### src/rtl/ame_div_arbiter.sv
// Round-robin arbiter sharing one iterative divider between REQ_NUM AME requesters.
// Optional AME_DIV_ZERO_BYPASS_EN: a zero divisor skips the divider and returns all ones.
module ame_div_arbiter #(
    parameter int COMP_DATA_BITS = 64,
    parameter int REQ_NUM        = 4,
    parameter int REQ_ID_BITS    = $clog2(REQ_NUM)
) (
    input  logic                                          clk_i,
    input  logic                                          rst_n_i,
    input  logic [REQ_NUM-1:0]                            req_valid_i,
    input  logic [REQ_NUM-1:0][1:0][COMP_DATA_BITS-1:0]   req_data_i,
    output logic [REQ_NUM-1:0]                            req_done_o,
    output logic [COMP_DATA_BITS-1:0]                     res_data_o,
    output logic [REQ_ID_BITS-1:0]                        res_id_o,
    output logic                                          busy_o,
    output logic                                          div_init_o,
    output logic [1:0][COMP_DATA_BITS-1:0]                div_data_o,
    input  logic                                          div_done_i,
    input  logic [COMP_DATA_BITS-1:0]                     div_data_i
);

    typedef enum logic [1:0] {IDLE, ISSUE, WAIT, DONE} state_e;

    state_e                            state_q, state_d;
    logic [REQ_ID_BITS-1:0]            ptr_q, ptr_d;
    logic [REQ_ID_BITS-1:0]            idx_q, idx_d;
    logic [REQ_ID_BITS-1:0]            res_id_q, res_id_d;
    logic [1:0][COMP_DATA_BITS-1:0]    ops_q, ops_d;
    logic [COMP_DATA_BITS-1:0]         res_q, res_d;
    logic [REQ_ID_BITS-1:0]            pick;

    // Walk down so the lowest offset from the pointer is the last (winning) assignment.
    always_comb begin
        int cand;
        cand = 0;
        pick = ptr_q;
        for (int k = REQ_NUM - 1; k >= 0; k--) begin
            cand = int'(ptr_q) + k;
            if (cand >= REQ_NUM) cand = cand - REQ_NUM;
            if (req_valid_i[REQ_ID_BITS'(cand)]) pick = REQ_ID_BITS'(cand);
        end
    end

    always_comb begin
        state_d  = state_q;
        ptr_d    = ptr_q;
        idx_d    = idx_q;
        ops_d    = ops_q;
        res_d    = res_q;
        res_id_d = res_id_q;
        unique case (state_q)
            IDLE: begin
                if (|req_valid_i) begin
                    idx_d   = pick;
                    ops_d   = req_data_i[pick];
                    state_d = ISSUE;
                end
            end
            ISSUE: begin
`ifdef AME_DIV_ZERO_BYPASS_EN
                // Zero check uses the registered divisor, so done lands two cycles after sampling.
                if (ops_q[1] == '0) begin
                    res_d    = '1;
                    res_id_d = idx_q;
                    state_d  = DONE;
                end else begin
                    state_d = WAIT;
                end
`else
                state_d = WAIT;
`endif
            end
            WAIT: begin
                if (div_done_i) begin
                    res_d    = div_data_i;
                    res_id_d = idx_q;
                    state_d  = DONE;
                end
            end
            DONE: begin
                ptr_d   = (idx_q == REQ_ID_BITS'(REQ_NUM - 1)) ? '0 : idx_q + REQ_ID_BITS'(1);
                state_d = IDLE;
            end
            default: state_d = IDLE;
        endcase
    end

    always_ff @(posedge clk_i or negedge rst_n_i) begin
        if (!rst_n_i) begin
            state_q  <= IDLE;
            ptr_q    <= '0;
            idx_q    <= '0;
            ops_q    <= '0;
            res_q    <= '0;
            res_id_q <= '0;
        end else begin
            state_q  <= state_d;
            ptr_q    <= ptr_d;
            idx_q    <= idx_d;
            ops_q    <= ops_d;
            res_q    <= res_d;
            res_id_q <= res_id_d;
        end
    end

    always_comb begin
        req_done_o = '0;
        for (int i = 0; i < REQ_NUM; i++) begin
            req_done_o[i] = (state_q == DONE) && (idx_q == REQ_ID_BITS'(i));
        end
    end

`ifdef AME_DIV_ZERO_BYPASS_EN
    assign div_init_o = (state_q == ISSUE) && (ops_q[1] != '0);
`else
    assign div_init_o = (state_q == ISSUE);
`endif

    assign busy_o     = (state_q != IDLE);
    assign div_data_o = ops_q;
    assign res_data_o = res_q;
    assign res_id_o   = res_id_q;

endmodule

### config.mk
export PLATFORM = sky130hd
export DESIGN_NAME = ame_div_arbiter
export DESIGN_NICKNAME = d
export VERILOG_FILES = /design/src/rtl/ame_div_arbiter.sv
export SDC_FILE = /design/constraint.sdc
export NUM_CORES = 1
export LEC_CHECK = 0
export CORE_AREA = 2 2 304 306
export DETAILED_ROUTE_END_ITERATION = 8
export DIE_AREA = 0 0 306 308
export HOLD_SLACK_MARGIN = 0.1
export PLACE_DENSITY = 0.49
export SETUP_SLACK_MARGIN = 0.3
export SYNTH_ARGS = -nofsm -noshare
export SYNTH_HDL_FRONTEND = slang
export SYNTH_SLANG_ARGS = --single-unit
### constraint.sdc
create_clock -name clk_i -period 1.8 [get_ports clk_i]
set_input_delay 0.36 -clock clk_i [delete_from_list [all_inputs] [get_ports clk_i]]
set_output_delay 0.36 -clock clk_i [all_outputs]
set_load 0.02 [all_outputs]
==> flow_metrics.py <==
metrics = {
    "run_status": {
        "status": "finished, violations left",
        "violations": "negative setup slack",
    },
    "route": {
        "drtPass1Iterations": 5,
        "routed_via_density": 4.26,
        "drt_iter0_drc": 780,
        "num_vias": 14200,
        "routed_wl_um": 76300,
        "ant_nets": 0,
        "wl_per_cell_um": 22.9,
        "drc_errors": 0,
    },
    "layout": {
        "area_growth_syn_to_layout_pct": 123,
        "fill_cells": 9521,
        "finalNetCount": 2715,
        "fin_util": 0.275,
        "layoutNonFillerInstCount": 3332,
        "drive_gt1_frac": 0.366,
    },
    "floorplanning": {
        "placementRows": 111,
        "die_y_um": 308,
        "dieArea_um2": 94200,
        "die_width_um": 306,
        "ioPinCount": 783,
        "floorplan.initialDensity": 0.123,
        "core_um2": 91000,
    },
    "worst_hold_path": {
        "holdCritPathClass": "input pin to asynchronous set/reset pin",
    },
    "sta": {
        "slew_headroom": 0.594,
        "rsz0062_at_grt": "yes",
        "worst_slack_ns": -0.355,
        "skew_ns": 0.0103,
        "fin_crit_ns": 2.15,
        "setup_viol": 134,
        "tns_ns": -36.04,
        "fin_crit_sh": 1.20,
        "finalHoldViolations": 0,
        "worst_pin_slew_ns": 0.608,
        "fmax_ghz": 0.464,
        "whs_ns": 0.336,
        "slew_violations": 0,
    },
    "synthesis": {
        "netlist_area_um2": 11200,
        "synth_top_area_frac": 0.445,
        "synthCells": 1215,
        "yosysWarnings": 0,
        "yosys-top-cells-count": "a211oi_1 (256), and3_1 (256), dfrtp_1 (200)",
        "synth.distinct_cells": 24,
        "seq_area_frac_synth": 0.445,
        "ys.flop_type": "dfrtp_1",
        "avgSynthCellArea_um2": 9.25,
        "ys_ff_latch": 200,
        "synth_largest_area_cell": "dfrtp_1",
        "synth-edff-count": 0,
        "synth_fp_nets": 1806,
        "synthTopCellsByArea": "dfrtp_1 (45%), a211oi_1 (17%), and3_1 (14%), mux2_2 (6.6%), nor3_1 (5.8%)",
        "async_flop_share": 1.00,
    },
    "power": {
        "leakage_nw": 10.4,
        "powerDensity_nw_per_um2": 1580,
        "irDropWorstVdd_mv": 0.631,
    },
    "grt": {
        "antenna_found_initial": 19,
        "grt_pass1_wl_um": 94300,
        "grt_max_degree": 113,
        "grt_pass1_vias": 14500,
        "overflow": 0,
        "track_usage": 0.135,
    },
    "worst_setup_path": {
        "path_cells": "clkdlybuf4s50_1 > nor2b_1 > a2111o_1 > a211o_4 > buf_12 > clkbuf_16 > a211oi_2 > nor3_1",
        "path_class": "input pin to flop",
        "critPathArrivalTime_ns": 2.57,
        "cp_max_fo": 18,
        "slowest_stage": "clkdlybuf4s50_1",
        "cp.required_ns": 2.21,
        "reg2reg_slack_ns": -0.34,
        "cp-end-kind": "flop",
        "cp-startpoint": "req_valid_i[0]",
        "reg2reg_from": "ptr_q[0]",
        "critPathMaxStageDelay_ns": 0.50,
        "start_kind": "input pin",
    },
    "clock_tree": {
        "cts.sinks": 200,
        "cts_tree": "yes",
        "root_buffer": "clkbuf_16",
        "worst_skew_pair.late_latency_ns": 0.52,
        "cts.clk_slew.worst_paths_ns": 0.08,
        "cts_max_path_buffers": 2,
        "cts_buffers": 17,
        "htree_levels": 4,
    },
    "place": {
        "portBuffers": 782,
        "dp_hpwl_um": 51100,
        "dp_cells": 3181,
        "routabilityCongestion": 0.885,
        "dp_slack_ns": -1.02,
    },
    "flow_run": {
        "cap_violations": 0,
    },
}
## power breakdown
| group | leakage, nW | internal (mW) | total, mW | switching (mW) |
|---|---|---|---|---|
| clock network | 0.296 | 1.92 | 4.25 | 2.33 |
| logic | 7.85 | 12.9 | 26.8 | 13.8 |
| registers | 2.27 | 6.87 | 8.57 | 1.70 |
## per-stage QoR
| step | area, µm² | total power, mW |
|---|---|---|
| final | 25000 | 39.6 |
| after global routing | 25000 | 41.6 |
| after CTS | 23100 | 35.5 |
| after detailed placement | 21600 | 29.5 |
| after global placement | 21600 | 29.3 |
| after floorplan | 11700 | 18.8 |
## per-layer routing
layer	routed length [µm]	vias up	share of wire	global-route usage
li1	-	6380	-	-
met1	28900	6994	0.38	0.147
met2	38600	650	0.51	0.240
met3	5650	153	0.074	0.0447
met4	3000	20	0.039	0.0566
met5	138	-	0.0018	0
## layout make-up
| cell class | instances | area (µm²) | area share |
|---|---|---|---|
| Clock buffer | 18 | 439 | 0.0176 |
| Timing Repair Buffer | 1021 | 10600 | 0.424 |
| Tap cell | 1186 | 1480 | 0.0593 |
| Sequential cell | 200 | 5010 | 0.200 |
| Inverter | 5 | 21.3 | 0.000850 |
| Multi-Input combinational cell | 879 | 7260 | 0.290 |
| Antenna cell | 9 | 22.5 | 0.000900 |
| Clock inverter | 14 | 173 | 0.00690 |
## worst max-delay path: cells and delay by family
family / cells / cell delay, ns
compound gates: 3 / 0.99
buf+inv: 3 / 0.89
simple gates: 2 / 0.26
## cells in the final DEF, fill, tap and decap left out, drive strengths merged, types with 8 or more instances in the layout
| cell | netlist | final |
|---|---|---|
| dfrtp | 200 | 200 |
| buf | 28 | 349 |
| clkbuf | 105 | 107 |
| clkdlybuf4s50 | 0 | 579 |
| nor3 | 130 | 130 |
| nand2 | 6 | 8 |
| a211oi | 256 | 256 |
| ha | 8 | 8 |
| inv | 5 | 12 |
| diode | 0 | 9 |
| nor2 | 130 | 130 |
| mux2 | 66 | 66 |
| and3 | 256 | 256 |
## repair_timing
action	4_1_cts	5_1_grt
hold buffers	1	0
pin swaps	9	29
hold endpoints to repair	121	0
gates cloned	5	41
gates resized for setup	207	922
setup endpoints to repair	393	394
buffers inserted	12	51
## registers in the layout (all words and copies together) (netlist names)
register / count
ptr_q: 2
res_data_o: 64
div_data_o: 128
idx_q: 2
state_q: 2
res_id_o: 2
## worst paths after layout
check                                  to  depth (start not counted)
max                        div_data_o[96]                          8
min                        res_data_o[16]                          2
max reg2reg                div_data_o[96]                          7
min reg2reg                   res_id_o[1]                          2
max in group asynchronous  div_data_o[84]                          3
min in group clk_i          res_data_o[3]                          2
## cells by family (layout without fill, tap and decap cells)
family                   Yosys count  after routing  synth area share
adder cells (fa/ha/maj)            8              8           0.00891
AO/OA/AOI/OAI                    269            269             0.179
other                              0              9                 0
multiplexers                      66             66            0.0662
flip-flops                       200            200             0.445
buffers and inverters            138           1058            0.0480
AND/OR/NAND/NOR                  534            536             0.252
No activity file was read; power rests on OpenSTA's default activity.
